--- config.mk ---
export PLATFORM = sky130hd
export DESIGN_NAME = handshake_word_sender_flat
export DESIGN_NICKNAME = d
export VERILOG_FILES = /design/src/rtl/handshake_word_sender_if.sv /design/src/rtl/handshake_word_sender.sv /design/src/flat_wrapper.sv
export SDC_FILE = /design/constraint.sdc
export NUM_CORES = 1
export LEC_CHECK = 0
export ABC_AREA = 1
export BUFFER_PORTS_ARGS = -buffer_cell sky130_fd_sc_hd__buf_2
export CORE_MARGIN = 2
export CORE_UTILIZATION = 45
export DETAILED_ROUTE_END_ITERATION = 6
export PLACE_DENSITY = 0.64
export SLEW_MARGIN = 40
export SYNTH_ARGS = -nofsm -noshare
export SYNTH_HDL_FRONTEND = slang
export SYNTH_SLANG_ARGS = --single-unit
--- constraint.sdc ---
create_clock -name clk -period 2.15 [get_ports clk]
set_clock_uncertainty 0.1 [all_clocks]
set_input_delay 0.1075 -clock clk [delete_from_list [all_inputs] [get_ports clk]]
set_output_delay 0.1075 -clock clk [all_outputs]
set_load 0.02 [all_outputs]
--- src/rtl/handshake_word_sender_if.sv ---
// handshake_word_sender_if: controller word request/status plus peripheral send/data/ack pins.
// master is the sender's view; slave is the controller/peripheral side.
interface handshake_word_sender_if #(parameter int WIDTH = 8);
    logic             start;
    logic [WIDTH-1:0] din;
    logic             busy;
    logic             done;
    logic             err;
    logic             send;
    logic             data;
    logic             ack;
    modport master (input start, din, ack, output busy, done, err, send, data);
    modport slave  (output start, din, ack, input busy, done, err, send, data);
endinterface

--- src/rtl/handshake_word_sender.sv ---
// handshake_word_sender: sends a parallel word LSB-first, one bit per four-phase send/ack
// handshake, aborting with err if either phase waits TIMEOUT edges.
module handshake_word_sender #(
    parameter int WIDTH   = 8,
    parameter int TIMEOUT = 16
) (
    input logic clk,
    input logic rst,
    handshake_word_sender_if.master bus
);
    localparam int BW = WIDTH > 1 ? $clog2(WIDTH) : 1;
    localparam int WW = $clog2(TIMEOUT);
    localparam logic [BW-1:0] LAST = BW'(WIDTH - 1);
    localparam logic [WW-1:0] WMAX = WW'(TIMEOUT - 1);

    typedef enum logic [1:0] {IDLE, REQ, REL} state_t;

    state_t           state_q, state_d;
    logic [WIDTH-1:0] sh_q, sh_d;
    logic [BW-1:0]    bcnt_q, bcnt_d;
    logic [WW-1:0]    wcnt_q, wcnt_d;
    logic             busy_q, busy_d;
    logic             done_q, done_d;
    logic             err_q, err_d;
    logic             send_q, send_d;
    logic             exit_ok;

    // REQ leaves on ack high, REL on ack low; exit beats timeout on the same edge
    assign exit_ok = state_q == REQ ? bus.ack : !bus.ack;

    always_comb begin
        state_d = state_q;
        sh_d    = sh_q;
        bcnt_d  = bcnt_q;
        wcnt_d  = wcnt_q;
        busy_d  = busy_q;
        done_d  = 1'b0;
        err_d   = 1'b0;
        send_d  = send_q;
        if (state_q == IDLE) begin
            if (bus.start) begin
                state_d = REQ;
                sh_d    = bus.din;
                bcnt_d  = '0;
                wcnt_d  = '0;
                busy_d  = 1'b1;
                send_d  = 1'b1;
            end
        end else if (exit_ok) begin
            wcnt_d = '0;
            if (state_q == REQ) begin
                state_d = REL;
                send_d  = 1'b0;
            end else if (bcnt_q == LAST) begin
                state_d = IDLE;
                busy_d  = 1'b0;
                done_d  = 1'b1;
            end else begin
                state_d = REQ;
                sh_d    = sh_q >> 1;
                bcnt_d  = bcnt_q + 1'b1;
                send_d  = 1'b1;
            end
        end else if (wcnt_q == WMAX) begin
            state_d = IDLE;
            send_d  = 1'b0;
            busy_d  = 1'b0;
            err_d   = 1'b1;
        end else begin
            wcnt_d = wcnt_q + 1'b1;
        end
    end

    always_ff @(posedge clk or negedge rst) begin
        if (!rst) begin
            state_q <= IDLE;
            sh_q    <= '0;
            bcnt_q  <= '0;
            wcnt_q  <= '0;
            busy_q  <= 1'b0;
            done_q  <= 1'b0;
            err_q   <= 1'b0;
            send_q  <= 1'b0;
        end else begin
            state_q <= state_d;
            sh_q    <= sh_d;
            bcnt_q  <= bcnt_d;
            wcnt_q  <= wcnt_d;
            busy_q  <= busy_d;
            done_q  <= done_d;
            err_q   <= err_d;
            send_q  <= send_d;
        end
    end

    // the shift register's LSB is the data flop, so data only moves when send rises
    assign bus.data = sh_q[0];
    assign bus.busy = busy_q;
    assign bus.done = done_q;
    assign bus.err  = err_q;
    assign bus.send = send_q;
endmodule
--- src/flat_wrapper.sv ---
// flat-port wrapper written by rule: the top's interface ports become plain ports
module handshake_word_sender_flat 
#(
    parameter int WIDTH   = 8,
    parameter int TIMEOUT = 16
)
  (clk, rst, bus_start, bus_din, bus_ack, bus_busy, bus_done, bus_err, bus_send, bus_data);
  handshake_word_sender_if #(.WIDTH(WIDTH)) bus_i ();
  input logic clk;
  input logic rst;
  input wire logic [$bits(bus_i.start)-1:0] bus_start;
  input wire logic [$bits(bus_i.din)-1:0] bus_din;
  input wire logic [$bits(bus_i.ack)-1:0] bus_ack;
  output wire logic [$bits(bus_i.busy)-1:0] bus_busy;
  output wire logic [$bits(bus_i.done)-1:0] bus_done;
  output wire logic [$bits(bus_i.err)-1:0] bus_err;
  output wire logic [$bits(bus_i.send)-1:0] bus_send;
  output wire logic [$bits(bus_i.data)-1:0] bus_data;
  assign bus_i.start = bus_start;
  assign bus_i.din = bus_din;
  assign bus_i.ack = bus_ack;
  assign bus_busy = bus_i.busy;
  assign bus_done = bus_i.done;
  assign bus_err = bus_i.err;
  assign bus_send = bus_i.send;
  assign bus_data = bus_i.data;
  handshake_word_sender #(.WIDTH(WIDTH), .TIMEOUT(TIMEOUT)) u_core (.clk(clk), .rst(rst), .bus(bus_i));
endmodule
==> impl_metrics.ini <==
[clock_network]
cts_buffer_depth = 2
cts-root-buf = clkbuf_4
cts_buffers = 3
post_cts.repair.setup_buffers = 0
cts_resized = 0
holdBufCountCts = 8
clk_pin_slew_ns = 0.11
cts_tree = done
clk_latency_ns = 0.30
cts_max_level = 1
cts_sinks = 21

[placed_design]
portBuffers = 16
dp_worst_setup_slack_ns = 0.328
gp_congestion = 0.783
dp_hpwl_mm = 1.43

[routing]
drtPass1Iterations = 4
wl_per_cell_um = 10.8
drt_iter0_drc = 14
drt-total-wl_mm = 1.92
via_count = 865
drc_errors = 0
via_per_inst = 4.89
ant_nets = 0

[floorplanning]
fp.dieW_um = 53.5
design.die.area_mm2 = 0.00286
coreArea_mm2 = 0.00225
initial_core_util_pct = 48.8
row_count = 17
ios = 17
die_y_um = 53.5

[sta]
rsz0062_at_grt = no
min_period_ns = 1.86
worst_slack_ns = 0.287
tightest_slew_ns = 0.469
timing.setup.tns_ns = 0
fmax_mhz = 537
slew_headroom_pct = 68.8
post-route-period-util_pct = 86.7
drv_slew = 0
setup_viol = 0
final_hold_viol_count = 0

[global_routing]
grt_overflow = 0
antenna_found_initial = 0
grt_pass1_vias = 782
track_usage_pct = 16.1
grt_pass1_wl_mm = 3.31
grt_max_degree = 22

[synth]
synth_cell_types = 22
synth_area_per_cell_um2 = 8.95
syn_inst = 123
ys.warnings.count = 0
synth_seq_area_share_pct = 47.7
synthArstFlopShare_pct = 100
synth-edff-count = 0
ys.flop_type = dfrtp_1
synth_nets = 140
ys_ff_latch = 21
syn_area_mm2 = 0.00110

[power_and_ir_drop]
pwr-share-seq_pct = 37.9
clock_power_share_pct = 11.7
ir_worst_vdd_v = 0.000641
power.leakage_nw = 0.695
switching_share_pct = 44.6
pwr-share-comb_pct = 50.5
switchingPower_w = 0.000731
p_int_w = 0.000907
power_density_mw_per_mm2 = 1260

[hold_path]
hold_class = in2reg

[layout]
multiInputGateArea_um2 = 478
seq_area_um2 = 526
syn_to_final_growth_pct = 17.7
final_cell_mix = 25 x nand2_1, 21 x dfrtp_1, 18 x inv_1, 16 x buf_2, 13 x nand3_1
fillers = 219
antenna_cells = 0
drive_above_1_share_pct = 20.8
layout_commonest_cell = nand2_1
finalNetCount = 167

[setup_path]
arrival_ns = 1.99
ff2ff_setup_slack_ns = 0.29
criticalPathCategory = reg2reg
cp_max_fo = 4
cp-end-kind = register
required_ns = 2.28
setup.worst_path.start_class = register

[flow_run]
cap_violations = 0

[outcome]
outcome = complete, no violations
[synthesized netlist by cell type (2+ instances only)]
cell | n | area, um2
dfrtp_1 | 21 | 526
nand3_1 | 13 | 65.1
o21ai_1 | 8 | 40.0
nor2_4 | 2 | 22.5
nor2_1 | 4 | 15.0
nand2_2 | 2 | 12.5
inv_1 | 18 | 67.6
o21ai_2 | 2 | 17.5
o21ai_0 | 6 | 30.0
nand2_1 | 25 | 93.8
ha_1 | 5 | 62.6
a21oi_1 | 2 | 10.0
o211ai_1 | 6 | 45.0
[stage by stage]
step | util, % | std cells | hold slack (ns) | cell area [um2] | total power, W
floorplan | - | 123 | -0.288 | 1100 | 0.00133
global placement | 52.8 | 165 | -0.0134 | 1190 | 0.00142
detailed placement | 52.8 | 165 | -0.0141 | 1190 | 0.00145
CTS | 57.5 | 177 | 0.0159 | 1300 | 0.00166
global route | 57.5 | 177 | 0.0255 | 1300 | 0.00181
finish | 57.5 | 177 | 0.0147 | 1300 | 0.00164
[final cells by class]
type	instances	share of cell area (%)
flip-flops and latches	21	40.5
multi-input cells	81	36.9
well taps	28	2.70
inverters	19	5.50
repair buffers	24	12.4
clock buffers	4	2.03
[flip-flops by register name, indices dropped and copies added (netlist names)]
name	flops
u_core.bus.done	1
u_core.bus.send	1
u_core.bus.busy	1
u_core.sh_q	8
u_core.wcnt_q	4
u_core.bus.err	1
u_core.state_q	2
u_core.bcnt_q	3
[worst paths after layout]
kind                              startpoint               end  cells past startpoint
hold / removal                    bus_din[0]    u_core.sh_q[0]                      3
setup reg to reg           u_core.state_q[0]  u_core.wcnt_q[2]                     10
max in group asynchronous                rst  u_core.wcnt_q[2]                      2
hold reg to reg              u_core.bus.send   u_core.bus.send                      2
setup / recovery           u_core.state_q[0]  u_core.wcnt_q[2]                     10
min in group asynchronous                rst    u_core.bus.err                      2
[logic make-up after synthesis]
| family | synth area share (%) |
|---|---|
| muxes | 0.909 |
| and+or+nand+nor | 23.9 |
| buffers and inverters | 8.86 |
| AOI/OAI and AO/OA | 13.0 |
| adders and majority gates | 5.68 |
| DFF | 47.7 |
[power by group through the flow]
stage	Clock [W]	Combinational [W]	Sequential (W)
after floorplan	0	0.000675	0.000653
after global placement	0	0.000798	0.000625
after detailed placement	0	0.000819	0.000631
after CTS	0.000197	0.000837	0.000622
after global routing	0.000213	0.000957	0.000640
final	0.000191	0.000826	0.000620
[critical path: stages (launching register included)]
cell	delay (ns)
dfrtp_1	0.42
inv_1	0.09
nor2_1	0.16
inv_1	0.07
ha_1	0.31
inv_1	0.08
nor2_2	0.16
nand2_1	0.13
nand2_1	0.13
nand2_1	0.06
o21ai_0	0.08
[layer usage]
metal	global-route usage (%)	up-vias	part of all wire, %
li1	-	455	-
met1	21.0	395	49
met2	25.1	10	46
met3	2.54	5	2.4
met4	8.97	0	2.2
met5	0	-	0
Note: power is estimated with default switching activity, not from simulation.
